--- config.mk ---
export PLATFORM = sky130hd
export DESIGN_NAME = fpu_int_to_fp64
export DESIGN_NICKNAME = d
export VERILOG_FILES = /design/src/rtl/fpu_pkg.sv /design/src/rtl/fpu_norm_step.sv /design/src/rtl/fpu_int_to_fp64.sv
export SDC_FILE = /design/constraint.sdc
export NUM_CORES = 1
export LEC_CHECK = 0
export CORE_MARGIN = 1.5
export CORE_UTILIZATION = 33
export DETAILED_ROUTE_END_ITERATION = 16
export DONT_BUFFER_PORTS = 1
export MAX_ROUTING_LAYER = met4
export PLACE_DENSITY = 0.44
export SETUP_SLACK_MARGIN = 0.5
export SYNTH_ARGS = -nofsm -noshare
export SYNTH_HDL_FRONTEND = slang
export SYNTH_SLANG_ARGS = --single-unit
--- constraint.sdc ---
create_clock -name clk -period 6.33 [get_ports clk]
set_input_delay 0.9495 -clock clk [delete_from_list [all_inputs] [get_ports clk]]
set_output_delay 0.9495 -clock clk [all_outputs]
set_load 0.03 [all_outputs]
--- src/rtl/fpu_pkg.sv ---
// Shared FP64 format constants, converter state encoding and the integer magnitude helper
// used by the FPU integer/float conversion paths.
package fpu_pkg;

   localparam int FP64_BIAS   = 1023;
   localparam int FP64_EXP_W  = 11;
   localparam int FP64_FRAC_W = 52;
   localparam int CVT_EXP_W   = 12;
   localparam logic [CVT_EXP_W-1:0] CVT_EXP_INIT = 12'(FP64_BIAS + 63);

   typedef enum logic [1:0] {
      IDLE  = 2'd0,
      NORM  = 2'd1,
      ROUND = 2'd2,
      HOLD  = 2'd3
   } cvt_state_t;

   // |x| as an unsigned 64-bit value; -2^63 maps onto 2^63 rather than overflowing
   function automatic logic [63:0] cvt_magnitude(input logic [63:0] x);
      cvt_magnitude = x[63] ? (~x + 64'd1) : x;
   endfunction

endpackage

--- src/rtl/fpu_norm_step.sv ---
// One iteration of leading-one normalisation: coarse-to-fine priority shift of 16, 4 or 1
// bit positions, or done once the MSB is set.
module fpu_norm_step (
   input  logic [63:0] mant_in,
   output logic [63:0] mant_out,
   output logic [4:0]  shamt,
   output logic        done
);

   // first matching rule wins so large zero runs collapse in few iterations
   always_comb begin
      mant_out = mant_in;
      shamt    = 5'd0;
      done     = 1'b0;
      if (mant_in[63:48] == 16'd0) begin
         mant_out = {mant_in[47:0], 16'd0};
         shamt    = 5'd16;
      end else if (mant_in[63:60] == 4'd0) begin
         mant_out = {mant_in[59:0], 4'd0};
         shamt    = 5'd4;
      end else if (mant_in[63] == 1'b0) begin
         mant_out = {mant_in[62:0], 1'b0};
         shamt    = 5'd1;
      end else begin
         done     = 1'b1;
      end
   end

endmodule

--- src/rtl/fpu_int_to_fp64.sv ---
// Multi-cycle signed int64/int32 to binary64 converter with iterative normalisation,
// round-to-nearest-even and valid/ready handshakes on both sides.
module fpu_int_to_fp64
   import fpu_pkg::*;
(
   input  logic        clk,
   input  logic        reset_n,
   input  logic        flush,
   input  logic        in_valid,
   output logic        in_ready,
   input  logic        is32,
   input  logic [63:0] src,
   output logic        out_valid,
   input  logic        out_ready,
   output logic [63:0] dst
);

   cvt_state_t           state_r, state_s;
   logic                 sign_r, sign_s;
   logic                 is32_r, is32_s;
   logic [63:0]          mant_r, mant_s;
   logic [CVT_EXP_W-1:0] exp_r, exp_s;
   logic [63:0]          dst_r, dst_s;
   logic                 out_valid_r, out_valid_s;
   logic                 in_ready_r, in_ready_s;

   logic [63:0]          src_ext_s;
   logic [63:0]          mag_s;
   logic [63:0]          step_mant_s;
   logic [4:0]           step_shamt_s;
   logic                 step_done_s;
   logic                 round_inc_s;
   logic [FP64_FRAC_W:0] frac_sum_s;
   logic [CVT_EXP_W-1:0] exp_rnd_s;

   assign src_ext_s = is32 ? {{32{src[31]}}, src[31:0]} : src;
   assign mag_s     = cvt_magnitude(src_ext_s);

   fpu_norm_step u_norm_step (
      .mant_in  (mant_r),
      .mant_out (step_mant_s),
      .shamt    (step_shamt_s),
      .done     (step_done_s)
   );

   // guard = mant[10], round/sticky = |mant[9:0], lsb = mant[11]; int32 sources are always exact
   assign round_inc_s = ~is32_r & mant_r[10] & ((|mant_r[9:0]) | mant_r[11]);
   assign frac_sum_s  = {1'b0, mant_r[62:11]} + {{FP64_FRAC_W{1'b0}}, round_inc_s};
   assign exp_rnd_s   = exp_r + {{(CVT_EXP_W-1){1'b0}}, frac_sum_s[FP64_FRAC_W]};

   // next-state and next-datapath decode; flush overrides everything, including an offered operand
   always_comb begin
      state_s     = state_r;
      sign_s      = sign_r;
      is32_s      = is32_r;
      mant_s      = mant_r;
      exp_s       = exp_r;
      dst_s       = dst_r;
      if (flush) begin
         state_s = IDLE;
      end else begin
         case (state_r)
            IDLE: begin
               if (in_valid) begin
                  sign_s = src_ext_s[63];
                  is32_s = is32;
                  mant_s = mag_s;
                  exp_s  = CVT_EXP_INIT;
                  if (mag_s == 64'd0) begin
                     state_s = HOLD;
                     dst_s   = 64'd0;
                  end else begin
                     state_s = NORM;
                  end
               end else begin
                  state_s = IDLE;
               end
            end
            NORM: begin
               if (step_done_s) begin
                  state_s = ROUND;
               end else begin
                  mant_s = step_mant_s;
                  exp_s  = exp_r - {7'd0, step_shamt_s};
               end
            end
            ROUND: begin
               // a fraction carry-out leaves the low 52 sum bits at zero, so no explicit clear
               dst_s   = {sign_r, exp_rnd_s[FP64_EXP_W-1:0], frac_sum_s[FP64_FRAC_W-1:0]};
               state_s = HOLD;
            end
            HOLD: begin
               if (out_ready) begin
                  state_s = IDLE;
               end else begin
                  state_s = HOLD;
               end
            end
            default: begin
               state_s = IDLE;
            end
         endcase
      end
      out_valid_s = (state_s == HOLD);
      in_ready_s  = (state_s == IDLE);
   end

   // state, datapath and registered handshake outputs
   always_ff @(posedge clk or negedge reset_n) begin
      if (!reset_n) begin
         state_r     <= IDLE;
         sign_r      <= 1'b0;
         is32_r      <= 1'b0;
         mant_r      <= 64'd0;
         exp_r       <= {CVT_EXP_W{1'b0}};
         dst_r       <= 64'd0;
         out_valid_r <= 1'b0;
         in_ready_r  <= 1'b1;
      end else begin
         state_r     <= state_s;
         sign_r      <= sign_s;
         is32_r      <= is32_s;
         mant_r      <= mant_s;
         exp_r       <= exp_s;
         dst_r       <= dst_s;
         out_valid_r <= out_valid_s;
         in_ready_r  <= in_ready_s;
      end
   end

   assign in_ready  = in_ready_r;
   assign out_valid = out_valid_r;
   assign dst       = dst_r;

endmodule

==> summary.md, run 1 <==
| Metric | Value |
|---|---|
| Status | finished clean |
| Clock sink count | 145 |
| # nets final | 1471 |
| CP max FO | 64 |
| Antenna diodes | 0 |
| Cells after Synth | 1494 |
| Crit-path leading delay family | simple AND/OR/NAND/NOR gates |
| Hold Fails Final Rpt | 0 |
| Max VDD drop | 230 uV |
| Biggest cell delay along the critical path | 0.53 ns |
| Die height | 189 um |
| WP buf/inv | 2 |
| Worst-Margin Slew | 1.12 ns |
| Setup crit end kind | flip-flop |
| Clock root buffer | clkbuf_16 |
| Core area | 0.0338 mm^2 |
| Main combinational cell family by area after synthesis | simple AND/OR/NAND/NOR gates |
| CP arrival | 4.90 ns |
| Total number of vias | 11100 |
| Die area | 0.0356 mm^2 |
| Detailed placement HPWL | 30.9 mm |
| Required @ worst endpoint | 6.61 ns |
| # hold bufs at CTS | 0 |
| Post-CTS setup buffers | 0 |
| Design Power | 5340 uW |
| Synth unique cells | 72 |
| P_leak | 0.00427 uW |
| Starting density of the core | 33.7% |
| Ys Warns | 0 |
| Post-Syn Area | 0.0114 mm^2 |
| Min-Delay Path Class | in -> async |
| Drc violations | 0 |
| Via/cell ratio | 5.98 |
| I/O Pins | 136 |
| Resized Gates After CTS | 0 |
| Pwr dens | 439 mW/mm^2 |
| Slowest CP cell | buf_4 |
| Crit-path cells | nor4_1 > nand4_1 > buf_4 > nor4b_2 > a211o_1 > nand3_1 > or4_1 > nor4_2 > and3_2 > buf_4 > nor2_1 |
| Compound-Gate Fraction of Synth Area | 21.3% |
| Number of flops mapped to enable cells by yosys | 0 |
| Worst setup SP type | input pin |
| Worst-path clk slew | 0.07 ns |
| RSZ-0062 raised after global routing | false |
| Post-DRT Antenna Nets | 0 |
| Critical Path Most Common Cell | buf_4 |
| Post-route minimum period | 4.62 ns |
| WL per Instance | 23.3 um |
| Iteration-0 DRC Markers | 1011 |
| Post-synthesis register bit count | 145 |
| Largest net degree at the start of global routing | 146 |
| CTS H-tree depth | 4 |
| Layout cells sized above 1 | 5.48% |
| DIE WIDTH | 189 um |
| Total Routed Length | 43.2 mm |
| # rows | 67 |
| Max-Slew Margin vs Limit | 25.2% |
| First-pass detailed-route iteration total | 7 |
| TritonCTS clock tree | done |
| FILL cells | 3584 |
| Post-synthesis adder-cell area fraction | 0.879% |
| Xor and xnor area share after synthesis | 7.92% |
| Period utilisation layout | 73.0% |
| Max Cap Viol | 0 |
| Clock skew | 0.00956 ns |
| Gpl congestion | 0.902 |
| Vias in the first global route | 10400 |
| Mux cell area share after synthesis | 2.14% |
| Sequential area share after synthesis | 31.9% |
| Initial antenna violation count | 0 |
| Synthesized net count | 1572 |
| Synth async-reset ratio | 100% |
| Synth-to-Final Area Change | 6.76% |
| Slew Limit Fails | 0 |
| Synth Flop Type | dfrtp_1 |
| First-pass GRT wire length | 66.9 mm |
| # setup viols final | 0 |
| GRT Total Usage | 25.0% |
| Worst-Skew Late Latency | 0.44 ns |
| Longest Clk Path Bufs | 2 |
| Simple-gate share of the synthesized area | 30.1% |
| Fmax | 216 MHz |
| Fin Setup TNS | 0 ns |
| Crit path kind | in -> reg |
| GRT overflow | 0 |
| Port Buffers | 0 |
| Avg Inst Size Synth | 7.62 um^2 |
| Num CTS Buffers | 17 |
[synth_stat cells (all sizes together) (8+ instances only)]
master | count | area share (%)
nand2 | 170 | 5.6
nor2 | 164 | 5.4
o21ai | 150 | 6.6
dfrtp | 144 | 32
clkbuf | 108 | 3.6
nor3 | 62 | 2.8
nand3 | 61 | 2.7
a21oi | 60 | 2.6
xnor2 | 52 | 4.0
xor2 | 51 | 3.9
nor4 | 47 | 3.0
nor3b | 40 | 2.6
buf | 31 | 1.5
a31oi | 26 | 1.4
or4 | 25 | 1.6
a211oi | 24 | 1.6
nand4 | 24 | 1.3
and3 | 23 | 1.3
mux2i | 21 | 1.8
or3 | 21 | 1.2
inv | 19 | 0.63
a221o | 15 | 1.3
o41ai | 12 | 0.99
a221oi | 10 | 0.77
o31ai | 9 | 0.59
ha | 8 | 0.88
o211ai | 8 | 0.53
[registers in the layout, indices dropped and copies added, names as in the netlist]
signal     cells
dst           64
exp_r         11
is32_r         1
out_valid      1
state_r        2
mant_r        64
in_ready       1
sign_r         1
[logic make-up after synthesis]
logic type / count (synthesis)
fa+ha+maj: 8
xor+xnor: 103
mux: 24
flops: 145
compound gates: 380
simple gates: 675
buf+inv: 159
[per-layer routing]
| metal | part of all wire (%) | routed length [um] | vias up | track usage, % |
|---|---|---|---|---|
| met1 | 48 | 20700 | 5334 | 35.6 |
| met3 | 6.8 | 2950 | 54 | 4.08 |
| li1 | - | - | 5260 | - |
| met4 | 2.2 | 947 | 0 | 7.02 |
| met5 | 0 | 0 | - | - |
| met2 | 43 | 18700 | 448 | 36.1 |
[stage by stage]
stage / setup slack (ns) / utilization [%] / hold slack, ns / cell area (um^2) / cells
final: 1.71 / 36.0 / 0.217 / 12200 / 1854
after global routing: 1.41 / 36.0 / 0.188 / 12200 / 1854
after CTS: 1.80 / 36.0 / 0.193 / 12200 / 1854
after detailed placement: 1.35 / 34.2 / 0.485 / 11500 / 1822
after global placement: 1.30 / 34.2 / 0.472 / 11500 / 1822
after floorplan: 2.24 / - / 0.450 / 11400 / 1494
[path summary, 6_finish.rpt]
check	from	end	slack [ns]	depth (start not counted)
min in group clk	sign_r	sign_r	0.48	2
max in group asynchronous	reset_n	in_ready	5.84	0
setup reg to reg	mant_r[11]	dst[57]	2.64	13
hold / removal	reset_n	mant_r[5]	0.22	0
setup / recovery	src[12]	dst[13]	1.71	11
hold reg to reg	sign_r	sign_r	0.48	2
[cells in the final DEF, fill, tap and decap left out, drive strengths merged, types with 5 or more instances in the layout]
| cell | netlist | final |
|---|---|---|
| a21o | 6 | 6 |
| or3 | 21 | 21 |
| xnor2 | 52 | 52 |
| nor2 | 164 | 164 |
| o211ai | 8 | 8 |
| and3 | 23 | 23 |
| nand2b | 6 | 6 |
| nor3 | 62 | 62 |
| o21a | 7 | 7 |
| nor3b | 40 | 40 |
| a221o | 15 | 15 |
| inv | 19 | 19 |
| nand3 | 61 | 61 |
| ha | 8 | 8 |
| or4 | 25 | 25 |
| o221ai | 6 | 6 |
| o22ai | 5 | 5 |
| buf | 31 | 19 |
| clkinv | 1 | 5 |
| o41ai | 12 | 12 |
| o31ai | 9 | 9 |
| a31oi | 26 | 26 |
| or2 | 5 | 5 |
| nand2 | 170 | 170 |
| a211oi | 24 | 24 |
| nor4 | 47 | 47 |
| nor2b | 7 | 7 |
| mux2i | 21 | 21 |
| nand4 | 24 | 24 |
| o21ai | 150 | 150 |
| dfrtp | 144 | 144 |
| clkbuf | 108 | 22 |
| and4 | 7 | 7 |
| a21oi | 60 | 60 |
| a221oi | 10 | 10 |
| xor2 | 51 | 51 |
[power breakdown]
part | internal, uW | leakage (uW) | switching [uW] | total [uW]
sequential | 1340 | 0.00175 | 1100 | 2440
combinational | 742 | 0.00222 | 1070 | 1810
clock | 670 | 0.000294 | 418 | 1090
[area by class of cell]
cell class | instances | area [um^2] | share of cell area (%)
clock buffer | 22 | 454 | 3.73
clock inverter | 10 | 163 | 1.34
inverter | 20 | 75.1 | 0.617
multi-input combinational | 1190 | 7140 | 58.7
sequential | 145 | 3630 | 29.8
tap | 448 | 561 | 4.61
timing repair buffer | 19 | 143 | 1.17
No activity file was read; power rests on OpenSTA's default activity.
==> run 2: changes to the inputs <==
- ABC_AREA: not set -> 1
- PLACE_DENSITY: 0.44 -> 0.45
- clock period: 6.33 -> 4.19 ns (I/O delays scaled with it)
==> run 2 against run 1 <==
  * Register-to-register slack worse by 1.9 ns
  * First-iteration DRC count is 2.1% higher
  * Highest routed layer unchanged
  * Via count is 11% higher
  * The run now ends with negative hold slack left
  * Cell area is 7.4% higher
  * Worst setup slack worse by 0.98 ns
  * Clock skew hardly changed
  * Largest power group is now combinational logic
  * Synthesized cell count is 26% higher
==> summary.md, run 2 <==
| Metric | Value |
|---|---|
| Setup crit end kind | flip-flop |
| Status | finished, violations left |
| CP arrival | 3.80 ns (-1.10 ns) |
| Num CTS Buffers | 17 (unchanged) |
| Slew Limit Fails | 0 (unchanged) |
| Post-synthesis register bit count | 145 (unchanged) |
| FILL cells | 3874 (+8.1%) |
| Required @ worst endpoint | 4.52 ns (-2.09 ns) |
| Post-Syn Area | 0.0116 mm^2 (+2.0%) |
| Critical Path Start | is32_r |
| Number of flops mapped to enable cells by yosys | 0 (unchanged) |
| CP max FO | 3 (-95%) |
| # nets final | 1951 (+33%) |
| Min-Delay Path Class | in -> async |
| Avg Inst Size Synth | 6.18 um^2 (-19%) |
| Synthesized net count | 1959 (+25%) |
| Crit path kind | reg -> reg |
| Core area | 0.0346 mm^2 (+2.5%) |
| Failing checks | negative hold slack |
| Synth area leaders | dfrtp_1 31%, nand2_1 20%, nor2_1 8.4% |
| Largest net degree at the start of global routing | 146 (unchanged) |
| Layout cells sized above 1 | 7.48% (+2.0 points) |
| Initial antenna violation count | 0 (unchanged) |
| RSZ-0062 raised after global routing | true |
| M2 GR Usage | 35.7% (-0.41 points) |
| Top post-synthesis cells by count | 625 x nand2_1, 259 x nor2_1, 172 x inv_1 |
| Post-synthesis adder-cell area fraction | 0.862% (-0.017 points) |
| Hold WS | -0.112 ns (-0.329 ns) |
| Fin Setup TNS | 0 ns (unchanged) |
| Compound-Gate Fraction of Synth Area | 14.4% (-6.9 points) |
| Worst-Margin Slew | 1.03 ns (-0.0907 ns) |
| Max-Slew Margin vs Limit | 31.0% (+5.8 points) |
| CTS H-tree depth | 4 (unchanged) |
| Antenna diodes | 0 (unchanged) |
| Synth unique cells | 44 (-39%) |
| # setup viols final | 0 (unchanged) |
| Hold Fails Final Rpt | 138 (+138) |
| Total Routed Length | 43.8 mm (+1.3%) |
| Simple-gate share of the synthesized area | 42.0% (+12 points) |
| Clock root buffer | clkbuf_16 |
| First-pass GRT wire length | 68.8 mm (+2.8%) |
| Clock sink count | 145 (unchanged) |
| I/O Pins | 136 (unchanged) |
| Synth async-reset ratio | 100% (unchanged) |
| Cells after Synth | 1881 (+26%) |
| R2r startpoint | is32_r |
| # rows | 68 (+1.5%) |
| GRT Total Usage | 25.1% (+0.16 points) |
| Commonest non-fill, non-tap cell in the layout | nand2_1 |
| Iteration-0 DRC Markers | 1032 (+2.1%) |
| Sequential area share after synthesis | 31.2% (-0.62 points) |
| R2R depth | 27 (+14) |
| Worst setup SP type | flip-flop |
| DIE WIDTH | 191 um (+0.97%) |
| Synth Flop Type | dfrtp_1 |
| Ys Warns | 0 (unchanged) |
| Max VDD drop | 311 uV (+35%) |
| Detailed placement HPWL | 33.8 mm (+9.6%) |
| Die height | 191 um (+0.97%) |
| TritonCTS clock tree | done |
| Top cell type's share of synthesized area | 31.0% (-0.62 points) |
| GRT overflow | 0 (unchanged) |
| Worst-path clk slew | 0.06 ns (about the same) |
| Starting density of the core | 33.5% (-0.17 points) |
| Xor and xnor area share after synthesis | 2.18% (-5.7 points) |
| Pwr dens | 540 mW/mm^2 (+23%) |
| Cell accounting for the most synthesized area | dfrtp_1 |
| Met1 global-route usage | 37.1% (+1.4 points) |
| Vias in the first global route | 11800 (+13%) |
| First-pass detailed-route iteration total | 6 (-1) |
| Clock skew | 0.00959 ns (+0.0000299 ns) |
| Longest Clk Path Bufs | 2 (unchanged) |
| Most Crowded Layer GR | met1 |
| Post-DRT Antenna Nets | 0 (unchanged) |
| Total number of vias | 12300 (+11%) |
| Gpl congestion | 0.914 (+1.3%) |
| Port Buffers | 0 (unchanged) |
| Most common cell in the netlist | nand2_1 |
| P_leak | 0.00597 uW (+40%) |
| Post-route minimum period | 3.46 ns |
| WL per Instance | 18.7 um (-20%) |
| Drc violations | 0 (unchanged) |
| Via/cell ratio | 5.27 (-12%) |
| Grt met3 use | 3.51% (-0.56 points) |
| Most frequent cells in the layout | 621 x nand2_1, 253 x nor2_1, 168 x inv_1 |
| Max Cap Viol | 0 (unchanged) |
| Worst-Skew Late Latency | 0.44 ns (about the same) |
| Main combinational cell family by area after synthesis | simple AND/OR/NAND/NOR gates |
| Synth-to-Final Area Change | 12.4% |
| Fmax | 289 MHz |
| Period utilisation layout | 82.7% |
| Mux cell area share after synthesis | 0% (-2.1 points) |
| Die area | 0.0363 mm^2 (+2.0%) |
run 2: cell type report:
class / count / area, um^2 / area share [%]
clock inverter: 15 / 205 / 1.57
clock buffer: 17 / 425 / 3.26
sequential: 145 / 3630 / 27.8
multi-input combinational: 1472 / 7090 / 54.3
tap: 455 / 569 / 4.36
timing repair buffer: 56 / 457 / 3.50
inverter: 181 / 684 / 5.24
run 2: power by group:
group | switching, uW | total [uW] | internal (uW)
clock network | 675 | 1680 | 1000
registers | 608 | 2410 | 1800
logic | 2070 | 2960 | 896
total | 3350 | 7050 | 3700
run 2: cell families (layout without fill, tap and decap cells):
kind of cell	Yosys count	after routing
and+or+nand+nor	1167	1167
AOI/OAI and AO/OA	269	269
buffers and inverters	264	269
DFF	145	145
xor gates and xnor gates	28	28
adders and majority gates	8	8
run 2: final timing paths:
check	to	slack, ns
min reg2reg	mant_r[9]	0.52
min in group clk	mant_r[1]	0.40
max	dst[60]	0.73
max in group asynchronous	dst[3]	3.84
max reg2reg	dst[60]	0.73
min	dst[11]	-0.11
run 2: timing repair:
action | CTS | global route
buffers inserted | 14 | 4
gates resized for setup | 27 | 15
pin swaps | 17 | 19
endpoints found under the setup margin | 5 | 54
endpoints found under the hold margin | 144 | 144
run 2: layer usage:
metal | wire (um) | part of all wire (%) | up-vias
met5 | 0 | 0 | -
met4 | 786 | 1.8 | 0
met3 | 2250 | 5.1 | 45
met2 | 18400 | 42 | 357
met1 | 22400 | 51 | 5755
li1 | - | - | 6171
run 2: metrics by stage:
stage | instance area [um^2] | total power, uW | setup slack [ns] | cells | utilization, %
4_1_cts | 13000 | 7010 | 0.371 | 2337 | 37.4
2_1_floorplan | 11600 | 4250 | 0.690 | 1881 | -
5_1_grt | 13100 | 7520 | 0.331 | 2341 | 37.7
6_report | 13100 | 7050 | 0.726 | 2341 | 37.7
3_5_place_dp | 12100 | 5240 | 0.0626 | 2291 | 35.0
3_3_place_gp | 12100 | 5260 | 0.148 | 2291 | 35.0
run 2: worst max-delay path: stages (launching register included):
cell     delay [ns]
dfrtp_1        0.37
inv_2          0.08
nand3_4        0.07
inv_4          0.07
ha_4           0.13
nand3_4        0.08
inv_4          0.09
nand3_4        0.09
nor2_4         0.11
nand3_2        0.09
nor2_2         0.10
nand4_1        0.14
nor3_2         0.23
nand4_1        0.15
nor4_2         0.18
ha_2           0.26
ha_4           0.14
nand2_2        0.05
inv_2          0.08
nand2_4        0.05
nor4_4         0.19
nand3_2        0.16
buf_6          0.15
buf_6          0.10
nand2_2        0.04
nor2_1         0.04
nand3_1        0.06
nand2_1        0.06
==> run 3: changes to the inputs <==
- clock period: 4.19 -> 2.8 ns (I/O delays scaled with it)
==> run 3 against run 2 <==
  * The flow finishes with violations (negative hold slack, negative setup slack)
  * Final cell count increased by 14%
  * Largest power group unchanged
  * Flip-flop and latch count did not move
  * Worst setup slack got worse by 1.3 ns
  * Global-route usage rose by 2.9 points
  * Highest routed layer unchanged
  * Register-to-register slack lost 1.3 ns
  * Clock skew is 0.0030 ns higher
  * Clock-buffer cell count rose by 1
  * Non-clock buffer count increased by 328
  * First-iteration DRC count rose by 0.87%
==> summary.md, run 3 (synthesized netlist as in run 2, its figures left out) <==
| Metric | Value |
|---|---|
| Status | finished, violations left |
| Failing checks | negative hold slack, negative setup slack |
| Setup crit end kind | flip-flop |
| Final Cell Area | 0.0170 mm^2 (+31%) |
| Post-DRT Antenna Nets | 0 (unchanged) |
| Die area | 0.0363 mm^2 (unchanged) |
| FILL cells | 3625 (-6.4%) |
| Antenna diodes | 0 (unchanged) |
| Hold Fails Final Rpt | 144 (+4.3%) |
| # nets final | 2279 (+17%) |
| Largest net degree at the start of global routing | 146 (unchanged) |
| WL per Instance | 18.4 um (-1.5%) |
| Worst setup endpoint | dst[61] |
| Core area | 0.0346 mm^2 (unchanged) |
| Placed instance area | 0.0142 mm^2 (+17%) |
| R2R Setup Slk | -0.61 ns (-1.34 ns) |
| Commonest non-fill, non-tap cell in the layout | nand2_1 |
| Min-Delay Path Class | in -> async |
| Total Routed Length | 49.2 mm (+12%) |
| Fmax | 293 MHz (+1.4%) |
| Worst-Skew Late Latency | 0.44 ns (about the same) |
| Period utilisation layout | 122% (+39 points) |
| GRT Total Usage | 28.0% (+2.9 points) |
| GRT overflow | 0 (unchanged) |
| TritonCTS clock tree | done |
| Iteration-0 DRC Markers | 1041 (+0.87%) |
| R2r startpoint | is32_r |
| P_leak | 0.00798 uW (+34%) |
| Max VDD drop | 382 uV (+23%) |
| Post-route minimum period | 3.41 ns (-0.0491 ns) |
| I/O Pins | 136 (unchanged) |
| Detailed placement HPWL | 35.6 mm (+5.3%) |
| Crit path kind | reg -> reg |
| Layout cells sized above 1 | 31.4% (+24 points) |
| Gpl congestion | 0.929 (+1.6%) |
| Max-Slew Margin vs Limit | 52.2% (+21 points) |
| CP max FO | 2 (-1) |
| Longest Clk Path Bufs | 2 (unchanged) |
| Required @ worst endpoint | 3.13 ns (-1.39 ns) |
| Clock sink count | 145 (unchanged) |
| Drc violations | 0 (unchanged) |
| Synth-to-Final Area Change | 46.7% |
| Critical Path Start | is32_r |
| Initial antenna violation count | 0 (unchanged) |
| Die height | 191 um (unchanged) |
| CTS H-tree depth | 4 (unchanged) |
| CP arrival | 3.74 ns (-0.06 ns) |
| Fin Setup TNS | -6.24 ns (-6.24 ns) |
| Most frequent cells in the layout | 531 x nand2_1, 316 x buf_4, 180 x nor2_1 |
| Vias in the first global route | 13300 (+13%) |
| Port Buffers | 0 (unchanged) |
| Reg2Reg Capture Point | dst[61] |
| Max Cap Viol | 0 (unchanged) |
| Worst slack, placed | -0.688 ns (-0.750 ns) |
| Num CTS Buffers | 17 (unchanged) |
| R2R depth | 25 (-7.4%) |
| Via/cell ratio | 5.15 (-2.2%) |
| Clock skew | 0.0126 ns (+0.00301 ns) |
| Worst-Margin Slew | 0.712 ns (-0.320 ns) |
| Hold WS | -0.323 ns (-0.211 ns) |
| First-pass detailed-route iteration total | 7 (+1) |
| Clock root buffer | clkbuf_16 |
| Total number of vias | 13700 (+12%) |
| Worst setup SP type | flip-flop |
| Starting density of the core | 33.5% (unchanged) |
| Pwr dens | 723 mW/mm^2 (+34%) |
| Slew Limit Fails | 0 (unchanged) |
| First-pass GRT wire length | 76.1 mm (+11%) |
| Worst-path clk slew | 0.07 ns (about the same) |
| # rows | 68 (unchanged) |
| DIE WIDTH | 191 um (unchanged) |
| # setup viols final | 25 (+25) |
| RSZ-0062 raised after global routing | true |
| PnR worst setup slack | -0.615 ns (-1.34 ns) |
run 3: cell count changes in the layout (fill, tap and decap cells not counted), moves of 10 or more:
cell / change
nand3_1: -12
nand2_1: -90
inv_2: +15
nor3_1: -11
nand2_4: +17
nor2_4: +23
buf_12: +10
buf_4: +265
nor2_2: +50
nand2_2: +70
inv_1: -19
nor2_1: -73
buf_6: +36
buf_16: +13
run 3: worst min path at each step:
| stage | end |
|---|---|
| finish | mant_r[2] |
| global route | dst[12] |
| CTS | dst[29] |
| detailed placement | dst[11] |
| global placement | dst[11] |
| floorplan | dst[0] |
run 3: critical path, stage by stage (launching register included):
cell and delay [ns]:
dfrtp_1 0.37, inv_2 0.08, nand3_4 0.07, inv_2 0.08
ha_4 0.14, nand3_4 0.09, inv_4 0.07, nand3_4 0.08
nor2_4 0.11, nand3_2 0.08, nor2_2 0.08, nand4_1 0.14
nor3_2 0.22, nand4_1 0.14, nor4_2 0.17, ha_2 0.26
buf_6 0.11, nand3_4 0.08, nor4_4 0.31, nand2_1 0.10
nor2_2 0.13, nand2_1 0.08, o21ai_1 0.13, a21oi_1 0.05
nand3_1 0.07, nand2_1 0.05
run 3: power by group:
part           switching [uW]  total, uW  leakage (uW)  internal (uW)
logic                    3840       6450       0.00581           2610
registers                 744       3440       0.00188           2690
clock network            1000       2440      0.000290           1440
total                    5590      12300       0.00798           6740
run 3: metrics by stage:
stage | power, uW | std cells | utilization (%)
6_report | 12300 | 2669 | 49.2
5_1_grt | 13100 | 2669 | 49.2
4_1_cts | 12000 | 2644 | 46.7
3_5_place_dp | 8880 | 2547 | 41.0
3_3_place_gp | 8870 | 2547 | 41.0
2_1_floorplan | 6490 | 1881 | -
run 3: layer usage:
layer	up-vias	global-route usage (%)	part of all wire, %
met5	-	-	0
met4	0	7.96	2.4
met3	58	3.40	4.7
met2	426	42.6	45
met1	6395	39.0	48
li1	6868	-	-
run 3: cell type report:
type                       instances  area, um^2  area share, %
inverter                         181         701           4.11
timing repair buffer             384        3500           20.5
clock inverter                    14         178           1.04
clock buffer                      18         439           2.58
sequential                       145        3630           21.3
tap                              455         569           3.34
multi-input combinational       1472        8030           47.1
run 3: timing repair:
action / CTS / global route
cloned: 13 / 3
setup endpoints to repair: 86 / 97
buffers inserted: 52 / 22
pin swaps: 54 / 108
gates resized for setup: 183 / 179
endpoints found under the hold margin: 145 / 145
